### config.mk
export PLATFORM = sky130hd
export DESIGN_NAME = button_event_array
export DESIGN_NICKNAME = d
export VERILOG_FILES = /design/src/rtl/button_event_array.sv
export SDC_FILE = /design/constraint.sdc
export NUM_CORES = 1
export LEC_CHECK = 0
export BUFFER_PORTS_ARGS = -buffer_cell sky130_fd_sc_hd__buf_2
export CELL_PAD_IN_SITES_DETAIL_PLACEMENT = 0
export CELL_PAD_IN_SITES_GLOBAL_PLACEMENT = 1
export CORE_ASPECT_RATIO = 1.2
export CORE_MARGIN = 2
export CORE_UTILIZATION = 34
export CTS_BUF_LIST = sky130_fd_sc_hd__clkbuf_16
export DETAILED_ROUTE_END_ITERATION = 16
export GPL_TIMING_DRIVEN = 1
export PLACE_DENSITY_LB_ADDON = 0.1
export SLEW_MARGIN = 10
export SYNTH_ARGS = -nofsm -noshare
export SYNTH_HDL_FRONTEND = slang
export SYNTH_HIERARCHICAL = 1
export SYNTH_SLANG_ARGS = --single-unit
export TNS_END_PERCENT = 10
### constraint.sdc
create_clock -name clk -period 2.8 [get_ports clk]
set_input_delay 0.56 -clock clk [delete_from_list [all_inputs] [get_ports clk]]
set_output_delay 0.56 -clock clk [all_outputs]
set_load 0.01 [all_outputs]
### src/rtl/button_event_array.sv
// Multi-channel button front end: 2-FF sync, debounce, press/release/long-press pulses.
// Define BUTTON_EVENT_AUTOREPEAT_EN to make long_pulse re-fire every REPEAT_CNT cycles while held.

module button_event_channel #(
  parameter int unsigned      CNT_W      = 20,
  parameter logic [CNT_W-1:0] DEB_CNT    = 20'd200000,
  parameter logic [CNT_W-1:0] LONG_CNT   = 20'd500000
`ifdef BUTTON_EVENT_AUTOREPEAT_EN
  ,
  parameter logic [CNT_W-1:0] REPEAT_CNT = 20'd100000
`endif
) (
  input  logic clk,
  input  logic rst_n,
  input  logic btn_raw,
  output logic btn_level,
  output logic press_pulse,
  output logic release_pulse,
  output logic long_pulse
);

  typedef enum logic [1:0] {
    IDLE = 2'd0,
    HELD = 2'd1,
    LONG = 2'd2
  } hold_state_e;

  localparam logic [CNT_W-1:0] DEB_LAST  = DEB_CNT - 1'b1;
  localparam logic [CNT_W-1:0] LONG_LAST = LONG_CNT - 1'b1;

  logic             sync1;
  logic             sync2;
  logic [CNT_W-1:0] db_cnt;
  logic             btn_d;
  logic [CNT_W-1:0] hold_cnt;
  logic             hold_hit;
  hold_state_e      state;
  hold_state_e      state_nxt;

  always_ff @(posedge clk or negedge rst_n) begin
    if (!rst_n) begin
      sync1 <= 1'b0;
      sync2 <= 1'b0;
    end else begin
      sync1 <= btn_raw;
      sync2 <= sync1;
    end
  end

  // Any cycle agreeing with the accepted level restarts the count, so only an
  // unbroken run of DEB_CNT disagreeing samples flips btn_level.
  always_ff @(posedge clk or negedge rst_n) begin
    if (!rst_n) begin
      db_cnt    <= '0;
      btn_level <= 1'b0;
    end else if (sync2 == btn_level) begin
      db_cnt <= '0;
    end else if (db_cnt == DEB_LAST) begin
      db_cnt    <= '0;
      btn_level <= ~btn_level;
    end else begin
      db_cnt <= db_cnt + 1'b1;
    end
  end

  always_ff @(posedge clk or negedge rst_n) begin
    if (!rst_n) begin
      btn_d         <= 1'b0;
      press_pulse   <= 1'b0;
      release_pulse <= 1'b0;
    end else begin
      btn_d         <= btn_level;
      press_pulse   <= btn_level & ~btn_d;
      release_pulse <= ~btn_level & btn_d;
    end
  end

  assign hold_hit = (hold_cnt == LONG_LAST);

  always_ff @(posedge clk or negedge rst_n) begin
    if (!rst_n) begin
      state <= IDLE;
    end else begin
      state <= state_nxt;
    end
  end

  always_comb begin
    state_nxt = state;
    if (release_pulse) begin
      state_nxt = IDLE;
    end else begin
      case (state)
        IDLE:    if (press_pulse) state_nxt = HELD;
        HELD:    if (hold_hit) state_nxt = LONG;
        LONG:    state_nxt = LONG;
        default: state_nxt = IDLE;
      endcase
    end
  end

  // Held at zero while idle, so HELD always starts counting from 0; frozen once LONG.
  always_ff @(posedge clk or negedge rst_n) begin
    if (!rst_n) begin
      hold_cnt <= '0;
    end else if (state == IDLE) begin
      hold_cnt <= '0;
    end else if (state == HELD && state_nxt == HELD) begin
      hold_cnt <= hold_cnt + 1'b1;
    end
  end

`ifdef BUTTON_EVENT_AUTOREPEAT_EN
  localparam logic [CNT_W-1:0] REP_LAST = REPEAT_CNT - 1'b1;

  logic [CNT_W-1:0] rep_cnt;
  logic             rep_hit;

  assign rep_hit = (rep_cnt == REP_LAST);

  // Period is measured from the previous long_pulse: clear on LONG entry, on each repeat and on release.
  always_ff @(posedge clk or negedge rst_n) begin
    if (!rst_n) begin
      rep_cnt <= '0;
    end else if (state != LONG || state_nxt != LONG || rep_hit) begin
      rep_cnt <= '0;
    end else begin
      rep_cnt <= rep_cnt + 1'b1;
    end
  end
`endif

  // A release landing on the threshold (or a repeat) cycle wins and suppresses the pulse.
  always_comb begin
    long_pulse = 1'b0;
    if (!release_pulse) begin
      case (state)
        HELD:    long_pulse = hold_hit;
`ifdef BUTTON_EVENT_AUTOREPEAT_EN
        LONG:    long_pulse = rep_hit;
`endif
        default: long_pulse = 1'b0;
      endcase
    end
  end

endmodule

module button_event_array #(
  parameter int unsigned      CH         = 4,
  parameter int unsigned      CNT_W      = 20,
  parameter logic [CNT_W-1:0] DEB_CNT    = 20'd200000,
  parameter logic [CNT_W-1:0] LONG_CNT   = 20'd500000,
  parameter logic [CNT_W-1:0] REPEAT_CNT = 20'd100000
) (
  input  logic          clk,
  input  logic          rst_n,
  input  logic [CH-1:0] btn_in,
  output logic [CH-1:0] btn_level,
  output logic [CH-1:0] press_pulse,
  output logic [CH-1:0] release_pulse,
  output logic [CH-1:0] long_pulse
);

  for (genvar i = 0; i < CH; i++) begin : g_ch
    button_event_channel #(
      .CNT_W      (CNT_W),
      .DEB_CNT    (DEB_CNT),
      .LONG_CNT   (LONG_CNT)
`ifdef BUTTON_EVENT_AUTOREPEAT_EN
      ,
      .REPEAT_CNT (REPEAT_CNT)
`endif
    ) u_chan (
      .clk           (clk),
      .rst_n         (rst_n),
      .btn_raw       (btn_in[i]),
      .btn_level     (btn_level[i]),
      .press_pulse   (press_pulse[i]),
      .release_pulse (release_pulse[i]),
      .long_pulse    (long_pulse[i])
    );
  end

endmodule

* Yosys cells after proc, flatten, opt, wreduce, memory -nomap -nowiden
Cells that the tools add are included.
** Storage, ports and cells
- Input port bits :: 6
- Output and inout port bits :: 16
- Flip-flop bits (word level) :: 192
- Word-level logic and storage cells :: 144
** Cells by class
- Multiplexer cells :: 40
- Add/subtract/negate cells :: 8
- Reductions and logical operators :: 16
- Equality and inequality tests :: 24
- Bitwise gates (word level) :: 20
** Operators with widths (count)
- 20-bit 2-to-1 mux :: 16
- 20-bit by 1-bit adder with 20-bit output (second input constant) :: 8
- 20-bit by 18-bit equality test with 1-bit output (second input constant) :: 4
- 20-bit by 19-bit equality test with 1-bit output (second input constant) :: 4
- 2-bit 2-to-1 mux :: 12
- 2-bit one-hot mux with 3 select lines :: 4
- 2-bit by 1-bit equality test with 1-bit output (second input constant) :: 8
- 1-bit NOT :: 12
- 1-bit AND :: 8
- 2-bit equality test (second input constant) :: 4
- 2-bit logical NOT :: 4
- 1-bit 2-to-1 mux :: 8
- 2-bit AND reduction :: 4
- 2-bit nonzero test :: 4
- 1-bit equality test :: 4
- 1-bit logical AND :: 4

* Depth between registers and ports, before layout
Gate-level depths: netlist of the first run.
- Depth in word-level cells :: 8
- Mapped depth :: 7
- Mapped depth without buffers :: 6

* Cells and area by module
Netlist of the first run, hierarchy kept.
** Modules (own cells, without submodules)
- button_event_channel at g_ch[1].u_chan ... :: cells each 220, area each 2282.2 µm², sequential area each 1201.2 µm², instances 3
- button_event_channel at g_ch[0].u_chan :: cells each 238, area each 2368.5 µm², sequential area each 1201.2 µm², instances 1

* Worst setup path after synthesis of the first run
No wires, ideal clock.
- Kind :: register to output
- Start :: reg g_ch[0].u_chan.hold_cnt[5]
- End :: out long_pulse[0]
- Data arrival time :: 1.780 ns
- Setup slack :: 0.460 ns
- Stages on the path, launching flop included :: 4
- Buffers on the path :: 0
- Required time :: 2.240 ns
- Path through :: dfrtp_1 > or4b_4 > or4_4 > nor3_1
** Between the ends
- Longest elaborated chain between the ends :: 3
** RTL lines
- start: declaration :: RTL line 35 : logic [CNT_W-1:0] hold_cnt;
- start signal: assignment :: RTL line 109 : hold_cnt <= hold_cnt + 1'b1;
- 20-bit by 19-bit equality test with 1-bit output :: RTL line 78 : assign hold_hit = (hold_cnt == LONG_LAST);
- 1-bit 2-to-1 mux :: RTL line 137 : case (state)
- 1-bit 2-to-1 mux :: RTL line 136 : if (!release_pulse) begin
- end: declaration :: RTL line 162 : output logic [CH-1:0] long_pulse
No other way between the ends.

* Worst setup path in the final report of the first run
- Start :: reg g_ch[0].u_chan.hold_cnt[14]
- End :: out long_pulse[0]
The elaborated chain is that of the path after synthesis.

==> impl_metrics.json, run 1 <==
{
  "yosys-top-cells-count": "dfrtp_1, nor2_1, nand3_1",
  "period_needed_ns": 2.70,
  "finalInstanceArea_um2": 10500,
  "worstSetupEndpointType": "output port",
  "worst_hold_slack_ns": 0.0840,
  "dpl_worst_slack_ns": 0.371,
  "synth_cells": 898,
  "relSlewSlack": 0.446,
  "drc": 0,
  "ys.flop_type": "dfrtp_1",
  "required_ns": 2.24,
  "finalSetupViolCount": 0,
  "port_buffers": 21,
  "grt_overflow": 0,
  "crit_family": "simple AND/OR/NAND/NOR gates",
  "route.vias.total": 6523,
  "cts_tree": "yes",
  "drtIter0Drc": 308,
  "async_reset_ff_frac": 1.00,
  "synth_nets": 912,
  "maxCapViolCount": 0,
  "reg2regPathDepth": 6,
  "r2r_setup_slack_ns": 0.84,
  "htree_levels": 4,
  "tns_ns": 0,
  "yosysWarnings": 6,
  "fin_skew_ns": 0.00756,
  "initial_core_util": 0.342,
  "first_pass_iters": 4,
  "postRouteAntennaNets": 0,
  "die_h_um": 184,
  "grt_pass1_wl_um": 33100,
  "yosys.area.top_type_share": 0.521,
  "dieArea_um2": 28400,
  "timing.rr.start": "g_ch[0].u_chan/hold_cnt[0]",
  "slowest_delay_ns": 0.56,
  "fin_cells": 1297,
  "cts_buffer_depth": 2,
  "slew_viol_final": 0,
  "worst-path-buf-inv": 1,
  "fmax_mhz": 371,
  "grt_pass1_vias": 6622,
  "critPathLaunchType": "flop",
  "crit_type": "reg2out",
  "synth-edff-count": 0,
  "reg2reg_to": "g_ch[0].u_chan/hold_cnt[14]",
  "maxUsedRoutingLayer": "met4",
  "numCtsBuffers": 17,
  "seq_area_frac_synth": 0.521,
  "antenna_cells": 0,
  "avgViaCountPerCell": 5.03,
  "final_util": 0.389,
  "critPathSlowestCell": "or4b_4",
  "yosysTopAreaCell": "dfrtp_1",
  "wl_met3_um": 317,
  "met2_length_um": 8980,
  "drive_gt1_frac": 0.121,
  "antenna_found_initial": 0,
  "dieWidth_um": 154,
  "path_clk_slew_ns": 0.07,
  "cp_data_arrival_time_ns": 2.14,
  "fin_total_pwr_mw": 5.32,
  "hold_path_class": "in2async",
  "wl_per_cell_um": 14.5,
  "leakagePower_nw": 4.71,
  "hold_viol_final": 0,
  "areaGrowthSynthToFinish_pct": 13.7,
  "period_share": 0.964,
  "core_um2": 26900,
  "worst_pin_slew_ns": 0.824,
  "synthTopCellsByArea": "dfrtp_1, xor2_1, nor2_1",
  "insertion_delay_ns": 0.43,
  "ys_types": 48,
  "core.rowCount": 66,
  "cts_sinks": 192,
  "status": "finished, final reports clean",
  "syn_avg_cell_area_um2": 10.3,
  "vdd_drop_max_mv": 0.284,
  "rsz0062_at_grt": "no",
  "ys_ff_latch": 192,
  "grt_max_degree": 52,
  "hpwl_um": 12500,
  "path_max_fanout": 2,
  "layout.nets": 958,
  "placed_area_um2": 9840,
  "grt_use_total": 0.143,
  "synth_area_um2": 9220,
  "pin_count": 22,
  "layout_setup_ws_ns": 0.102,
  "cts_root_buffer": "clkbuf_16",
  "gp_congestion": 0.729,
  "path_cells": "or4b_4, or4_4, nor3_2, buf_2",
  "wl_met1_um": 9330,
  "placed_cells": 1259,
  "cellPowerDensity_nw_per_um2": 508,
  "drt_wl_total_um": 18900,
  "synth.most_common_cell": "dfrtp_1"
}
registers in the layout (all words and copies together), names as in the netlist:
register	cells
g_ch.u_chan/btn_d	4
g_ch.u_chan/btn_level	4
g_ch.u_chan/release_pulse	4
g_ch.u_chan/hold_cnt	80
g_ch.u_chan/press_pulse	4
g_ch.u_chan/db_cnt	80
g_ch.u_chan/sync2	4
g_ch.u_chan/state	8
g_ch.u_chan/sync1	4
cells in the final DEF, fill, tap and decap left out, types with 20 or more instances in the layout:
| cell type | n |
|---|---|
| nor3_1 | 23 |
| nor2_1 | 137 |
| nand4_1 | 39 |
| nand3_1 | 93 |
| xnor2_1 | 34 |
| o21ai_0 | 20 |
| and3_1 | 33 |
| dfrtp_1 | 190 |
| xor2_1 | 70 |
| buf_2 | 20 |
| nand2_1 | 68 |
power by group:
| part | leakage, nW | switching [mW] | total, mW | internal, mW |
|---|---|---|---|---|
| combinational | 1.79 | 0.0888 | 0.121 | 0.0318 |
| clock | 0.270 | 1.08 | 2.39 | 1.31 |
| sequential | 2.65 | 0.0170 | 2.81 | 2.79 |
repair_timing:
item                                    CTS  global route
pin swaps                                 2             2
endpoints found under the setup margin    1             1
resized for setup                         2             3
endpoints found under the hold margin     0             0
cloned                                    0             0
setup buffers                             3             3
hold buffers                              0             0
how the worst max path moves through the flow:
| stage | from | end | slack, ns | cells past startpoint |
|---|---|---|---|---|
| 5_1_grt | g_ch[1].u_chan/hold_cnt[9] | long_pulse[1] | 0.01 | 4 |
| 4_1_cts | g_ch[0].u_chan/hold_cnt[10] | long_pulse[0] | 0.02 | 5 |
| 6_report | g_ch[0].u_chan/hold_cnt[14] | long_pulse[0] | 0.10 | 4 |
| 3_5_place_dp | g_ch[0].u_chan/hold_cnt[5] | long_pulse[0] | 0.37 | 4 |
| 2_1_floorplan | g_ch[0].u_chan/hold_cnt[5] | long_pulse[0] | 0.46 | 3 |
| 3_3_place_gp | g_ch[0].u_chan/hold_cnt[5] | long_pulse[0] | 0.38 | 4 |
cell type report:
class	instances	area, um2
fill	2664	16400
multi-input combinational	680	4320
inverter	10	37.5
tap	340	425
clock buffer	17	425
sequential	192	4810
clock inverter	15	143
timing repair buffer	43	317
routing by layer:
| metal | global-route usage | vias up |
|---|---|---|
| met4 | 0.0433 | 0 |
| li1 | - | 3281 |
| met3 | 0.0282 | 17 |
| met2 | 0.236 | 35 |
| met5 | 0 | - |
| met1 | 0.190 | 3190 |
cell families after synthesis:
family / after synthesis / share of synthesized area
AOI/OAI and AO/OA: 53 / 0.0437
xor gates and xnor gates: 104 / 0.0988
adders and majority gates: 8 / 0.0109
buffers and inverters: 26 / 0.0117
DFF: 192 / 0.521
muxes: 25 / 0.0281
and+or+nand+nor: 490 / 0.285
(Power assumes the default switching activity.)
==> inputs of run 2 (changes only) <==
CTS_BUF_LIST = not set   (was sky130_fd_sc_hd__clkbuf_16)
==> impl_metrics.json, run 2 (synthesis results as in run 1) <==
{
  "status": "finished, final reports clean",
  "route.vias.total": 6522,
  "cp_data_arrival_time_ns": 2.14,
  "period_share": 0.965,
  "die_h_um": 184,
  "gp_congestion": 0.729,
  "core_um2": 26900,
  "crit_type": "reg2out",
  "path_clk_slew_ns": 0.07,
  "fin_skew_ns": 0.00911,
  "first_pass_iters": 4,
  "finalSetupViolCount": 0,
  "cts_hold_buf": 0,
  "numCtsBuffers": 17,
  "port_buffers": 21,
  "cts_sinks": 192,
  "maxCapViolCount": 0,
  "drtIter0Drc": 306,
  "hold_viol_final": 0,
  "cts_buffer_depth": 2,
  "drive_gt1_frac": 0.125,
  "rsz0062_at_grt": "no",
  "cts_root_buffer": "clkbuf_16",
  "leakagePower_nw": 4.73,
  "drt_wl_total_um": 18900,
  "reg_top3": "g_ch.u_chan/db_cnt x80, g_ch.u_chan/hold_cnt x80, g_ch.u_chan/state x8",
  "drc": 0,
  "hpwl_um": 12500,
  "grt_pass1_vias": 6624,
  "grt_pass1_wl_um": 33100,
  "final_common_cell": "dfrtp_1",
  "fmax_mhz": 370,
  "antenna_cells": 0,
  "slew_viol_final": 0,
  "period_needed_ns": 2.70,
  "areaGrowthSynthToFinish_pct": 14.1,
  "antenna_found_initial": 0,
  "htree_levels": 4,
  "grt_max_degree": 52,
  "final_cell_mix": "dfrtp_1, nor2_1, nand3_1",
  "worst_pin_slew_ns": 0.824,
  "core.rowCount": 66,
  "placed_cells": 1259,
  "layout.nets": 958,
  "insertion_delay_ns": 0.44,
  "critPathLaunchType": "flop",
  "relSlewSlack": 0.446,
  "dieArea_um2": 28400,
  "fin_cells": 1297,
  "worstSetupEndpointType": "output port",
  "dieWidth_um": 154,
  "postRouteAntennaNets": 0,
  "vdd_drop_max_mv": 0.292,
  "initial_core_util": 0.342,
  "required_ns": 2.24,
  "cellPowerDensity_nw_per_um2": 518,
  "path_max_fanout": 2,
  "tns_ns": 0,
  "avgViaCountPerCell": 5.03,
  "grt_use_total": 0.143,
  "cts_tree": "yes",
  "hold_path_class": "in2async",
  "grt_overflow": 0,
  "wl_per_cell_um": 14.6,
  "pin_count": 22
}
-- run 2: where the power goes --
group,internal [mW],switching (mW),total [mW]
sequential,2.79,0.0171,2.81
clock,1.42,1.10,2.51
combinational,0.0319,0.0892,0.121
total,4.24,1.20,5.44
-- run 2: what timing repair did --
action	CTS	global route
cloned	0	0
setup endpoints to repair	1	1
setup buffers	3	3
pin swaps	2	2
resized for setup	2	3
-- run 2: worst paths after layout --
path                                                  start                     endpoint  slack [ns]  cells past startpoint
worst max-delay path            g_ch[0].u_chan/hold_cnt[14]                long_pulse[0]         0.1                      4
worst min-delay path                                  rst_n  g_ch[0].u_chan/hold_cnt[17]        0.08                      1
worst max register to register   g_ch[1].u_chan/hold_cnt[5]  g_ch[1].u_chan/hold_cnt[19]        0.84                      5
worst min register to register         g_ch[2].u_chan/sync1         g_ch[2].u_chan/sync2        0.35                      0
max in group asynchronous                             rst_n    g_ch[3].u_chan/db_cnt[17]        2.10                      2
min in group clk                                  btn_in[2]         g_ch[2].u_chan/sync1        0.22                      1
-- run 2: layout make-up --
cell class                      count  area (um2)
Clock buffer                       21         480
Multi-Input combinational cell    680        4320
Timing Repair Buffer               43         317
Inverter                           10        37.5
Tap cell                          340         425
Sequential cell                   192        4810
Fill cell                        2664       16400
Clock inverter                     11         128
-- run 2: metrics by stage --
| step | cell area (um2) | power [mW] | worst slack, ns | utilization | hold slack (ns) |
|---|---|---|---|---|---|
| floorplan | 9220 | 2.90 | 0.460 | - | 0.264 |
| detailed placement | 9840 | 2.99 | 0.371 | 0.366 | 0.341 |
| finish | 10500 | 5.44 | 0.0980 | 0.391 | 0.0787 |
| CTS | 10500 | 5.55 | 0.0197 | 0.389 | 0.0812 |
| global route | 10500 | 5.69 | 0.0137 | 0.391 | 0.0990 |
| global placement | 9840 | 2.99 | 0.375 | 0.366 | 0.333 |
-- run 2: per-layer routing --
layer,share of wire,routed length (um),GRT usage
met4,0.013,254,0.0444
met2,0.47,8930,0.236
met3,0.017,321,0.0268
met1,0.50,9400,0.190
met5,0,0,0
-- run 2: critical path, cell delays in order, from the launching register on --
cell and delay [ns]:
dfrtp_1 0.39, or4b_4 0.56, or4_4 0.51, nor3_2 0.11, buf_2 0.14
